`src/rtl/i2c_target_burst_if.sv`:
```
// ----------------------------------------------------------------------------
// i2c_target_burst_if
// Bus bundle between the board-side I2C pins / register file and the
// i2c_target_burst target.
//   assigned_address_i : 7-bit bus address the target answers to
//   scl_i / sda_i      : raw SCL pin and the input side of SDA
//   sda_oe_o           : 1 = pull SDA low, 0 = release (open-drain)
//   rd_addr_o/rd_data_i: register pointer and the register contents at it
//   wr_addr_o/wr_data_o/wr_en_o : register write port (one-cycle strobe)
//   busy_o             : target is currently addressed
//   dbg_state_o        : current FSM state encoding
// Modports: slave = the target, master = whatever drives the pins / regfile.
// ----------------------------------------------------------------------------
interface i2c_target_burst_if #(
  parameter int ADDR_W = 8
);
  logic [6:0]        assigned_address_i;
  logic              scl_i;
  logic              sda_i;
  logic              sda_oe_o;
  logic [ADDR_W-1:0] rd_addr_o;
  logic [7:0]        rd_data_i;
  logic [ADDR_W-1:0] wr_addr_o;
  logic [7:0]        wr_data_o;
  logic              wr_en_o;
  logic              busy_o;
  logic [3:0]        dbg_state_o;

  modport slave (
    input  assigned_address_i, scl_i, sda_i, rd_data_i,
    output sda_oe_o, rd_addr_o, wr_addr_o, wr_data_o, wr_en_o, busy_o, dbg_state_o
  );

  modport master (
    output assigned_address_i, scl_i, sda_i, rd_data_i,
    input  sda_oe_o, rd_addr_o, wr_addr_o, wr_data_o, wr_en_o, busy_o, dbg_state_o
  );
endinterface

```
`src/rtl/i2c_target_burst.sv`:
```
// ----------------------------------------------------------------------------
// i2c_target_burst
// I2C target with burst read/write, an auto-incrementing register pointer
// that wraps at REG_COUNT-1, repeated-START support and NACK of register ids
// that are out of range.
// Ports:
//   clk_i  : system clock, everything on posedge
//   rst_ni : synchronous active-low reset
//   bus    : i2c_target_burst_if.slave (pins, register-file ports, status)
//
// Register-file handshake: wr_en_o is a single-cycle strobe that qualifies
// wr_addr_o/wr_data_o; there is no back-pressure, the register file must
// accept the write in that cycle. rd_addr_o always shows the pointer and
// rd_data_i must reflect it within SYNC_STAGES clocks of a change; it is
// only sampled on the scl fall that starts each read byte.
// ----------------------------------------------------------------------------
module i2c_target_burst #(
  parameter int REG_COUNT   = 256,
  parameter int ADDR_W      = 8,
  parameter int SYNC_STAGES = 2
) (
  input  logic               clk_i,
  input  logic               rst_ni,
  i2c_target_burst_if.slave  bus
);

  typedef enum logic [3:0] {
    S_IDLE     = 4'd0,
    S_ADDR     = 4'd1,
    S_ADDR_ACK = 4'd2,
    S_REG      = 4'd3,
    S_REG_ACK  = 4'd4,
    S_NACK     = 4'd5,
    S_WRITE    = 4'd6,
    S_WR_ACK   = 4'd7,
    S_READ     = 4'd8,
    S_RD_ACK   = 4'd9,
    S_IGNORE   = 4'd10
  } state_t;

  // Input synchronisers plus one-cycle-delayed copies for edge detection.
  logic [SYNC_STAGES-1:0] r_scl_sync;
  logic [SYNC_STAGES-1:0] r_sda_sync;
  logic                   r_scl_d;
  logic                   r_sda_d;

  state_t            r_state,   w_state_n;
  logic [3:0]        r_cnt,     w_cnt_n;
  logic [6:0]        r_shift,   w_shift_n;
  logic [ADDR_W-1:0] r_ptr,     w_ptr_n;
  logic              r_rw,      w_rw_n;
  logic              r_sda_oe,  w_sda_oe_n;
  logic              r_busy,    w_busy_n;
  logic              r_wr_en,   w_wr_en_n;
  logic [ADDR_W-1:0] r_wr_addr, w_wr_addr_n;
  logic [7:0]        r_wr_data, w_wr_data_n;

  logic              w_scl;
  logic              w_sda;
  logic              w_rise;
  logic              w_fall;
  logic              w_start;
  logic              w_stop;
  logic [7:0]        w_byte;
  logic              w_addr_match;
  logic              w_id_ok;
  logic [ADDR_W-1:0] w_ptr_inc;

  assign w_scl   = r_scl_sync[SYNC_STAGES-1];
  assign w_sda   = r_sda_sync[SYNC_STAGES-1];
  assign w_rise  = w_scl & ~r_scl_d;
  assign w_fall  = ~w_scl & r_scl_d;
  // START/STOP require scl high on both samples so an sda change that races
  // an scl edge is never mistaken for a bus condition.
  assign w_start = w_scl & r_scl_d & r_sda_d & ~w_sda;
  assign w_stop  = w_scl & r_scl_d & ~r_sda_d & w_sda;

  // Byte completed by the bit being sampled this cycle (MSB first).
  assign w_byte       = {r_shift, w_sda};
  assign w_addr_match = (r_shift == bus.assigned_address_i);
  assign w_id_ok      = ({24'd0, w_byte} < $unsigned(REG_COUNT));
  assign w_ptr_inc    = (r_ptr == ADDR_W'(REG_COUNT - 1)) ? '0 : r_ptr + ADDR_W'(1);

  always_ff @(posedge clk_i) begin
    if (!rst_ni) begin
      r_scl_sync <= '1;
      r_sda_sync <= '1;
      r_scl_d    <= 1'b1;
      r_sda_d    <= 1'b1;
      r_state    <= S_IDLE;
      r_cnt      <= '0;
      r_shift    <= '0;
      r_ptr      <= '0;
      r_rw       <= 1'b0;
      r_sda_oe   <= 1'b0;
      r_busy     <= 1'b0;
      r_wr_en    <= 1'b0;
      r_wr_addr  <= '0;
      r_wr_data  <= '0;
    end else begin
      r_scl_sync <= {r_scl_sync[SYNC_STAGES-2:0], bus.scl_i};
      r_sda_sync <= {r_sda_sync[SYNC_STAGES-2:0], bus.sda_i};
      r_scl_d    <= w_scl;
      r_sda_d    <= w_sda;
      r_state    <= w_state_n;
      r_cnt      <= w_cnt_n;
      r_shift    <= w_shift_n;
      r_ptr      <= w_ptr_n;
      r_rw       <= w_rw_n;
      r_sda_oe   <= w_sda_oe_n;
      r_busy     <= w_busy_n;
      r_wr_en    <= w_wr_en_n;
      r_wr_addr  <= w_wr_addr_n;
      r_wr_data  <= w_wr_data_n;
    end
  end

  // In the ACK states the counter marks the phase: 8 = waiting for the fall
  // that opens the ACK bit, 9 = inside the ACK bit until the fall closing it.
  always_comb begin
    w_state_n   = r_state;
    w_cnt_n     = r_cnt;
    w_shift_n   = r_shift;
    w_ptr_n     = r_ptr;
    w_rw_n      = r_rw;
    w_sda_oe_n  = r_sda_oe;
    w_busy_n    = r_busy;
    w_wr_en_n   = 1'b0;
    w_wr_addr_n = r_wr_addr;
    w_wr_data_n = r_wr_data;

    if (w_stop) begin
      w_state_n  = S_IDLE;
      w_cnt_n    = '0;
      w_sda_oe_n = 1'b0;
      w_busy_n   = 1'b0;
    end else if (w_start) begin
      // Repeated START keeps the pointer so a write phase can set it for a read.
      w_state_n  = S_ADDR;
      w_cnt_n    = '0;
      w_sda_oe_n = 1'b0;
    end else begin
      case (r_state)
        S_IDLE: ;

        S_ADDR: if (w_rise) begin
          w_shift_n = w_byte[6:0];
          w_cnt_n   = r_cnt + 4'd1;
          if (r_cnt == 4'd7) begin
            w_cnt_n = 4'd8;
            w_rw_n  = w_sda;
            if (w_addr_match) begin
              w_state_n = S_ADDR_ACK;
              w_busy_n  = 1'b1;
            end else begin
              w_state_n = S_IGNORE;
              w_busy_n  = 1'b0;
            end
          end
        end

        S_REG: if (w_rise) begin
          w_shift_n = w_byte[6:0];
          w_cnt_n   = r_cnt + 4'd1;
          if (r_cnt == 4'd7) begin
            w_cnt_n = 4'd8;
            if (w_id_ok) begin
              w_ptr_n   = w_byte[ADDR_W-1:0];
              w_state_n = S_REG_ACK;
            end else begin
              w_state_n = S_NACK;
              w_busy_n  = 1'b0;
            end
          end
        end

        S_WRITE: if (w_rise) begin
          w_shift_n = w_byte[6:0];
          w_cnt_n   = r_cnt + 4'd1;
          if (r_cnt == 4'd7) begin
            w_cnt_n     = 4'd8;
            w_wr_en_n   = 1'b1;
            w_wr_addr_n = r_ptr;
            w_wr_data_n = w_byte;
            w_ptr_n     = w_ptr_inc;
            w_state_n   = S_WR_ACK;
          end
        end

        S_ADDR_ACK, S_REG_ACK, S_WR_ACK, S_NACK: if (w_fall) begin
          if (r_cnt == 4'd8) begin
            w_cnt_n    = 4'd9;
            w_sda_oe_n = (r_state != S_NACK);
          end else begin
            w_cnt_n    = '0;
            w_sda_oe_n = 1'b0;
            if (r_state == S_NACK) begin
              w_state_n = S_IGNORE;
            end else if (r_state == S_ADDR_ACK && r_rw) begin
              // First read byte: bit7 goes out now, the rest wait in the shifter.
              w_state_n  = S_READ;
              w_shift_n  = bus.rd_data_i[6:0];
              w_sda_oe_n = ~bus.rd_data_i[7];
            end else if (r_state == S_ADDR_ACK) begin
              w_state_n = S_REG;
            end else begin
              w_state_n = S_WRITE;
            end
          end
        end

        S_READ: begin
          if (w_rise) begin
            w_cnt_n = r_cnt + 4'd1;
          end else if (w_fall) begin
            if (r_cnt == 4'd8) begin
              w_cnt_n    = '0;
              w_sda_oe_n = 1'b0;
              w_state_n  = S_RD_ACK;
            end else begin
              w_sda_oe_n = ~r_shift[6];
              w_shift_n  = {r_shift[5:0], 1'b0};
            end
          end
        end

        S_RD_ACK: begin
          if (w_rise) begin
            if (w_sda) begin
              w_state_n = S_IGNORE;
              w_busy_n  = 1'b0;
            end else begin
              w_ptr_n = w_ptr_inc;
            end
          end else if (w_fall) begin
            w_state_n  = S_READ;
            w_cnt_n    = '0;
            w_shift_n  = bus.rd_data_i[6:0];
            w_sda_oe_n = ~bus.rd_data_i[7];
          end
        end

        S_IGNORE: ;

        default: w_state_n = S_IDLE;
      endcase
    end
  end

  assign bus.sda_oe_o    = r_sda_oe;
  assign bus.rd_addr_o   = r_ptr;
  assign bus.wr_addr_o   = r_wr_addr;
  assign bus.wr_data_o   = r_wr_data;
  assign bus.wr_en_o     = r_wr_en;
  assign bus.busy_o      = r_busy;
  assign bus.dbg_state_o = r_state;

endmodule

```
`src/flat_wrapper.sv`:
```
// flat-port wrapper written by rule: the top's interface ports become plain ports
module i2c_target_burst_flat 
#(
  parameter int REG_COUNT   = 256,
  parameter int ADDR_W      = 8,
  parameter int SYNC_STAGES = 2
)
  (clk_i, rst_ni, bus_assigned_address_i, bus_scl_i, bus_sda_i, bus_rd_data_i, bus_sda_oe_o, bus_rd_addr_o, bus_wr_addr_o, bus_wr_data_o, bus_wr_en_o, bus_busy_o, bus_dbg_state_o);
  i2c_target_burst_if #(.ADDR_W(ADDR_W)) bus_i ();
  input  logic clk_i;
  input  logic rst_ni;
  input wire logic [$bits(bus_i.assigned_address_i)-1:0] bus_assigned_address_i;
  input wire logic [$bits(bus_i.scl_i)-1:0] bus_scl_i;
  input wire logic [$bits(bus_i.sda_i)-1:0] bus_sda_i;
  input wire logic [$bits(bus_i.rd_data_i)-1:0] bus_rd_data_i;
  output wire logic [$bits(bus_i.sda_oe_o)-1:0] bus_sda_oe_o;
  output wire logic [$bits(bus_i.rd_addr_o)-1:0] bus_rd_addr_o;
  output wire logic [$bits(bus_i.wr_addr_o)-1:0] bus_wr_addr_o;
  output wire logic [$bits(bus_i.wr_data_o)-1:0] bus_wr_data_o;
  output wire logic [$bits(bus_i.wr_en_o)-1:0] bus_wr_en_o;
  output wire logic [$bits(bus_i.busy_o)-1:0] bus_busy_o;
  output wire logic [$bits(bus_i.dbg_state_o)-1:0] bus_dbg_state_o;
  assign bus_i.assigned_address_i = bus_assigned_address_i;
  assign bus_i.scl_i = bus_scl_i;
  assign bus_i.sda_i = bus_sda_i;
  assign bus_i.rd_data_i = bus_rd_data_i;
  assign bus_sda_oe_o = bus_i.sda_oe_o;
  assign bus_rd_addr_o = bus_i.rd_addr_o;
  assign bus_wr_addr_o = bus_i.wr_addr_o;
  assign bus_wr_data_o = bus_i.wr_data_o;
  assign bus_wr_en_o = bus_i.wr_en_o;
  assign bus_busy_o = bus_i.busy_o;
  assign bus_dbg_state_o = bus_i.dbg_state_o;
  i2c_target_burst #(.REG_COUNT(REG_COUNT), .ADDR_W(ADDR_W), .SYNC_STAGES(SYNC_STAGES)) u_core (.clk_i(clk_i), .rst_ni(rst_ni), .bus(bus_i));
endmodule
```
`config.mk`:
```
export PLATFORM = sky130hd
export DESIGN_NAME = i2c_target_burst_flat
export DESIGN_NICKNAME = d
export VERILOG_FILES = /design/src/rtl/i2c_target_burst_if.sv /design/src/rtl/i2c_target_burst.sv /design/src/flat_wrapper.sv
export SDC_FILE = /design/constraint.sdc
export NUM_CORES = 1
export LEC_CHECK = 0
export BUFFER_PORTS_ARGS = -buffer_cell sky130_fd_sc_hd__buf_2
export CORE_ASPECT_RATIO = 0.75
export CORE_MARGIN = 2
export CORE_UTILIZATION = 60
export CTS_CLUSTER_SIZE = 16
export DETAILED_ROUTE_END_ITERATION = 8
export GPL_ROUTABILITY_DRIVEN = 1
export PLACE_DENSITY = 0.84
export SYNTH_ARGS = -nofsm -noshare
export SYNTH_HDL_FRONTEND = slang
export SYNTH_SLANG_ARGS = --single-unit
```
`constraint.sdc`:
```
create_clock -name clk_i -period 4 [get_ports clk_i]
set_clock_uncertainty 0.1 [all_clocks]
set_input_delay 1.2 -clock clk_i [delete_from_list [all_inputs] [get_ports clk_i]]
set_output_delay 1.2 -clock clk_i [all_outputs]
set_load 0.03 [all_outputs]
```
==> reports/metrics.yaml, run 1 <==
synth-compound-area-share_pct: 23.9
fp.dieW_um: 85.8
synth_top_area_share_pct: 32.6
whs_ns: 0.312
path_cells: "buf_2"
critPathBufInv: 1
critPathSlowestCell: "dfxtp_1"
synth_top_family_by_area: "simple AND/OR/NAND/NOR gates"
grt_pass1_vias: 2585
dp_hpwl_um: 5440
start_util_pct: 61.8
dpl_cell_area_mm2: 0.00324
grt_pass1_wl_um: 12700
synth_mux_area_share_pct: 6.69
gp_congestion: 0.968
post_drt_via_cell_ratio: 6.51
synth_xor_area_share_pct: 2.91
root_buffer: "clkbuf_8"
crit_path_start_kind: "flop"
ys_async_sr_fraction_pct: 0
cts_tree: "yes"
failed_checks: "design-rule violations"
grt_max_degree: 32
cpPeakStageDelay_ns: 0.95
antenna_found_initial: 0
clockBufferDepth: 2
die_h_um: 65.3
ctsResizeCount: 0
dr.pass1.iters: 8
numCtsBuffers: 5
synth.distinct_cells: 62
worstMarginPinSlew_ns: 0.974
cp_top_family: "flip-flops"
drtAntennaViolNets: 0
nets: 433
yosys_warnings: 0
final_hold_viol_count: 0
synthAdderAreaFrac_pct: 2.49
r2r_start: "u_core.bus.dbg_state_o[3]"
drt_iter0_drc: 279
synth.avg_cell_area_um2: 8.07
yosys.area_share.simple_pct: 25.9
crit_required_ns: 2.70
synth_edf_count: 0
synth-seq-area-share_pct: 32.6
rows: 22
syn-num-nets: 398
drt-total-wl_um: 7740
drcViolationCount: 2
worstHoldPathType: "reg2reg"
io_pins: 50
fin_crit_sh_pct: 72.0
finalPower_mw: 0.833
path_max_fanout: 27
startpoint: "u_core.bus.dbg_state_o[3]"
place.port_buffers: 49
areaGrowthSynthToFinish_pct: 10.5
fin_tns_setup_ns: 0
coreArea_mm2: 0.00487
post_cts_buffers: 0
clk_latency_ns: 0.31
synth-seq-cells: 49
synth_area_leader_cell: "dfxtp_1"
min_period_ns: 2.88
setup_viol_count_final: 0
final_cell_mix: "49 x buf_2, 49 x dfxtp_1, 33 x nor2_1"
cts-hold-fix-buffers: 0
synth_area_leaders: "dfxtp_1 33%, mux2i_1 6.3%, a21oi_1 4.5%"
vias: 3051
fmax_mhz: 347
p_leak_nw: 1.26
finalMaxSlewViolations: 0
critPathCaptureType: "output port"
status: "finished, violations left"
stdcell_area_mm2: 0.00333
diodes: 0
critical_path_class: "reg2out"
grt_usage_pct: 28.3
synth_ff_type: "dfxtp_1"
htree_levels: 2
cap_violations: 0
critPathArrivalTime_ns: 1.58
clk_pin_slew_ns: 0.08
netlist_area_mm2: 0.00301
dieArea_mm2: 0.00561
hold_path_startpoint: "u_core.r_scl_sync[0]"
relSlewSlack_pct: 35.0
syn_inst: 373
grt-ovfl-total: 0
powerDensity_mw_per_mm2: 251
drive_gt1_share_pct: 15.6
cts_sinks: 49
rsz0062_at_grt: "no"
wl_per_cell_um: 16.5
ir_drop_mv: 0.198
[stage by stage]
step / util (%) / instances / worst slack [ns]
after floorplan: - / 373 / 1.77
after global placement: 66.5 / 461 / 1.48
after detailed placement: 66.5 / 461 / 1.39
after CTS: 68.3 / 469 / 1.14
after global routing: 68.3 / 469 / 1.04
final: 68.3 / 469 / 1.12
[metal layers]
metal	wire length, um	track usage, %
met5	0	0
met4	111	9.13
met3	728	5.03
met2	3360	42.1
met1	3540	41.4
[kinds of logic after synthesis]
family / Yosys count
AO/OA/AOI/OAI: 104
adder cells (fa/ha/maj): 6
multiplexers: 20
XOR/XNOR: 10
buffers and inverters: 37
AND/OR/NAND/NOR: 147
flip-flops: 49
[cells in the mapped netlist, types with 3 or more instances]
master and instances:
o21ai_1 8, nor4_1 3, buf_2 7, nand3b_1 3, o21ai_0 8, a21o_1 9, o21a_1 4, nor3b_1 7
xnor2_1 9, nor3_1 8, nand3_1 16, dfxtp_1 49, a311oi_1 7, nand4_1 5, nor2b_1 7, nor2_1 33
ha_1 6, a211oi_1 3, a31oi_1 10, nand2b_1 15, and2_1 5, nand2_1 29, mux2i_1 19, a21oi_1 27
inv_1 13, clkbuf_1 13
[final cells by class]
cell class | instances | area, um2
fill | 385 | 1550
inverter | 13 | 48.8
tap | 60 | 75.1
timing repair buffer | 52 | 268
clock buffer | 7 | 76.3
clock inverter | 1 | 7.51
multi-input combinational | 287 | 1870
sequential | 49 | 981
[flip-flops by register name, summed over array words and instances (netlist names), 2 cells and up]
| register | count |
|---|---|
| u_core.r_sda_sync | 2 |
| u_core.r_shift | 7 |
| u_core.bus.wr_data_o | 8 |
| u_core.r_scl_sync | 2 |
| u_core.bus.wr_addr_o | 8 |
| u_core.r_cnt | 4 |
| u_core.bus.rd_addr_o | 8 |
| u_core.bus.dbg_state_o | 4 |
[where the power goes]
group	internal (mW)	leakage [nW]	total [mW]	switching [mW]
clock	0.124	0.0385	0.286	0.162
sequential	0.491	0.396	0.497	0.00617
combinational	0.0202	0.828	0.0503	0.0301
total	0.635	1.26	0.833	0.199
[worst reg2reg max path, cell delays in order, from the launching register on]
cell	delay, ns
dfxtp_1	0.95
nor2b_1	0.20
a22o_1	0.30
a221oi_2	0.50
and3_1	0.40
a311oi_1	0.13
[path summary, 6_finish.rpt]
kind | to | slack (ns) | cells past startpoint
min reg2reg | u_core.r_scl_sync[1] | 0.31 | 1
min | u_core.r_scl_sync[1] | 0.31 | 1
max | bus_dbg_state_o[3] | 1.12 | 1
max reg2reg | u_core.r_shift[6] | 1.27 | 5
Power figures use the tool's default switching activity.
==> inputs of run 2 (changes only) <==
--- a/config.mk
+++ b/config.mk
@@ -5,14 +5,15 @@
 export SDC_FILE = /design/constraint.sdc
 export NUM_CORES = 1
 export LEC_CHECK = 0
+export ABC_AREA = 1
 export BUFFER_PORTS_ARGS = -buffer_cell sky130_fd_sc_hd__buf_2
 export CORE_ASPECT_RATIO = 0.75
 export CORE_MARGIN = 2
-export CORE_UTILIZATION = 60
+export CORE_UTILIZATION = 51
 export CTS_CLUSTER_SIZE = 16
 export DETAILED_ROUTE_END_ITERATION = 8
 export GPL_ROUTABILITY_DRIVEN = 1
-export PLACE_DENSITY = 0.84
+export PLACE_DENSITY = 0.77
 export SYNTH_ARGS = -nofsm -noshare
 export SYNTH_HDL_FRONTEND = slang
 export SYNTH_SLANG_ARGS = --single-unit
==> constraint.sdc (replaced) <==
create_clock -name clk_i -period 2.5 [get_ports clk_i]
set_clock_uncertainty 0.1 [all_clocks]
set_input_delay 0.75 -clock clk_i [delete_from_list [all_inputs] [get_ports clk_i]]
set_output_delay 0.75 -clock clk_i [all_outputs]
set_load 0.03 [all_outputs]
==> run 2 against run 1 <==
Compared with the run above: the run now ends clean; power grew to 3.6 times the previous value; non-clock buffer count shrank 1; combinational power grew to 29 times the previous value; clock power grew 69%; via count shrank 9.0%; first-iteration DRC count shrank 46%; critical path type is now reg2reg; largest power group is now combinational cells.
==> reports/metrics.yaml, run 2 <==
die_h_um: 69.1  # +5.8%
r2r_start: "u_core.r_scl_d"
seq_area_um2: 981  # unchanged
rr_worst_depth: 11  # +6
yosys.area_share.simple_pct: 37.1  # +11 points
synth_top_family_by_area: "simple AND/OR/NAND/NOR gates"
crit_required_ns: 2.61  # -0.09 ns
critical_path_class: "reg2reg"
min_period_ns: 2.10
dr.pass1.iters: 5  # -3
diodes: 0  # unchanged
drt-total-wl_um: 7020  # -9.4%
place.port_buffers: 49  # unchanged
syn_inst: 417  # +12%
synth_mux_area_share_pct: 0  # -6.7 points
worstMarginPinSlew_ns: 0.446  # -0.528 ns
synth_area_leader_cell: "dfxtp_1"
wl_per_cell_um: 12.9  # -22%
dpl_cell_area_mm2: 0.00318  # -2.0%
rsz0062_at_grt: "no"
clockBufferDepth: 2  # unchanged
critPathCaptureType: "flop"
areaGrowthSynthToFinish_pct: 13.2
instances_no_fill: 542  # +16%
synth_xor_area_share_pct: 2.73  # -0.18 points
synth.distinct_cells: 35  # -44%
synth_ff_type: "dfxtp_1"
place.detailed.instances: 534  # +16%
whs_ns: 0.323  # +0.0115 ns
root_buffer: "clkbuf_8"
setup_viol_count_final: 0  # unchanged
coreArea_mm2: 0.00541  # +11%
grt_pass1_vias: 2444  # -5.5%
synthAdderAreaFrac_pct: 2.60  # +0.11 points
rows: 23  # +4.5%
p_leak_nw: 1.52  # +21%
synthTopCellsByCount: "77 x nand2_1, 75 x nor2_1, 49 x dfxtp_1"
rrSetupSlack_ns: 0.40  # -0.87 ns
clk_latency_ns: 0.31  # about the same
synth.avg_cell_area_um2: 6.92  # -14%
dp_hpwl_um: 5300  # -2.7%
post_cts_buffers: 0  # unchanged
fin_tns_setup_ns: 0  # unchanged
drt_iter0_drc: 150  # -46%
finalPower_mw: 2.97  # +260%
synth-seq-cells: 49  # unchanged
final_cell_mix: "77 x nand2_1, 75 x nor2_1, 49 x buf_2, 49 x dfxtp_1, 40 x o21ai_0"
multi_input_area_mm2: 0.00170  # -9.2%
dieArea_mm2: 0.00628  # +12%
grt_usage_pct: 22.5  # -5.8 points
ys_async_sr_fraction_pct: 0  # unchanged
final_hold_viol_count: 0  # unchanged
vias: 2777  # -9.0%
fill_cells: 544  # +41%
postLayoutCoreUtil_pct: 60.4  # -7.9 points
numCtsBuffers: 5  # unchanged
netlist_area_mm2: 0.00288  # -4.2%
final_common_cell: "nand2_1"
fp.dieW_um: 90.8  # +5.9%
synth_edf_count: 0  # unchanged
syn-num-nets: 442  # +11%
stdcell_area_mm2: 0.00327  # -1.8%
ctsResizeCount: 0  # unchanged
grt_pass1_wl_um: 11500  # -9.4%
drcViolationCount: 0  # -2
fin_crit_sh_pct: 83.9
post_drt_via_cell_ratio: 5.12  # -21%
hold_path_startpoint: "u_core.r_sda_sync[0]"
powerDensity_mw_per_mm2: 909  # +260%
hold_end: "u_core.r_sda_sync[1]"
synth_top_area_share_pct: 34.0  # +1.4 points
layout_setup_ws_ns: 0.403  # -0.716 ns
critPathArrivalTime_ns: 2.21  # +0.63 ns
min_path_cells: 1  # unchanged
gp_congestion: 0.905  # -6.5%
drive_gt1_share_pct: 23.6  # +7.9 points
worstHoldPathType: "reg2reg"
cts_sinks: 49  # unchanged
synth-seq-area-share_pct: 34.0  # +1.4 points
status: "finished, final reports clean"
relSlewSlack_pct: 70.1  # +35 points
yosys_warnings: 0  # unchanged
drtAntennaViolNets: 0  # unchanged
nets: 491  # +13%
grt-ovfl-total: 0  # unchanged
antenna_found_initial: 0  # unchanged
synth_area_leaders: "dfxtp_1 34%, nand2_1 10%, nor2_1 9.8%"
synth-compound-area-share_pct: 16.4  # -7.5 points
htree_levels: 2  # unchanged
ir_drop_mv: 0.559  # +180%
cts_tree: "yes"
fmax_mhz: 477
start_util_pct: 53.3  # -8.5 points
yosys.cell_count.top_type: "nand2_1"
grt_max_degree: 33  # +3.1%
io_pins: 50  # unchanged
r2r-end: "u_core.bus.rd_addr_o[7]"
cap_violations: 0  # unchanged
crit_path_start_kind: "flop"
cts-hold-fix-buffers: 0  # unchanged
post-place-ws_ns: 0.447  # -0.946 ns
finalMaxSlewViolations: 0  # unchanged
clk_pin_slew_ns: 0.10  # +0.02 ns
path_max_fanout: 9  # -67%
## run 2: power breakdown
part | internal, mW | leakage (nW) | switching (mW) | total (mW)
clock | 0.199 | 0.0445 | 0.285 | 0.484
combinational | 0.514 | 1.08 | 0.931 | 1.45
sequential | 0.903 | 0.397 | 0.135 | 1.04
## run 2: layout make-up
class / instances / area share (%)
inverters: 38 / 4.37
clock inverters: 3 / 0.651
well taps: 75 / 2.87
multi-input cells: 321 / 52.0
clock buffers: 5 / 2.11
repair buffers: 51 / 7.97
flip-flops and latches: 49 / 30.0
## run 2: worst max-delay path, cell delays in order (launching register included)
cell     delay (ns)
dfxtp_1        0.34
inv_1          0.07
ha_1           0.32
inv_1          0.19
nor2_1         0.20
nor2_1         0.07
nor2_1         0.20
o21ai_2        0.11
nor2_4         0.20
nand2_1        0.07
nor2_1         0.08
nor2_1         0.05
## run 2: worst max path at each step
stage / start / end / slack [ns]
after detailed placement: u_core.r_scl_d / u_core.bus.rd_addr_o[7] / 0.45
after CTS: u_core.r_scl_d / u_core.bus.rd_addr_o[7] / 0.42
final: u_core.r_scl_d / u_core.bus.rd_addr_o[7] / 0.40
after global placement: u_core.r_scl_d / u_core.bus.rd_addr_o[7] / 0.49
after floorplan: u_core.bus.dbg_state_o[2] / u_core.r_cnt[2] / 0.69
after global routing: u_core.r_scl_d / u_core.bus.rd_addr_o[4] / 0.27
## run 2: routing by layer
metal / GRT usage [%] / vias to the layer above / part of all wire [%]
met1: 33.2 / 1230 / 52
li1: - / 1448 / -
met3: 4.37 / 13 / 5.9
met2: 33.4 / 86 / 41
met5: 0 / - / 0
met4: 6.57 / 0 / 1.3
## run 2: cell families (layout without fill, tap and decap cells)
| kind of cell | Yosys count | in the layout |
|---|---|---|
| fa+ha+maj | 6 | 6 |
| flops | 49 | 49 |
| xor+xnor | 9 | 9 |
| compound gates | 88 | 88 |
| simple gates | 218 | 218 |
| buf+inv | 47 | 97 |
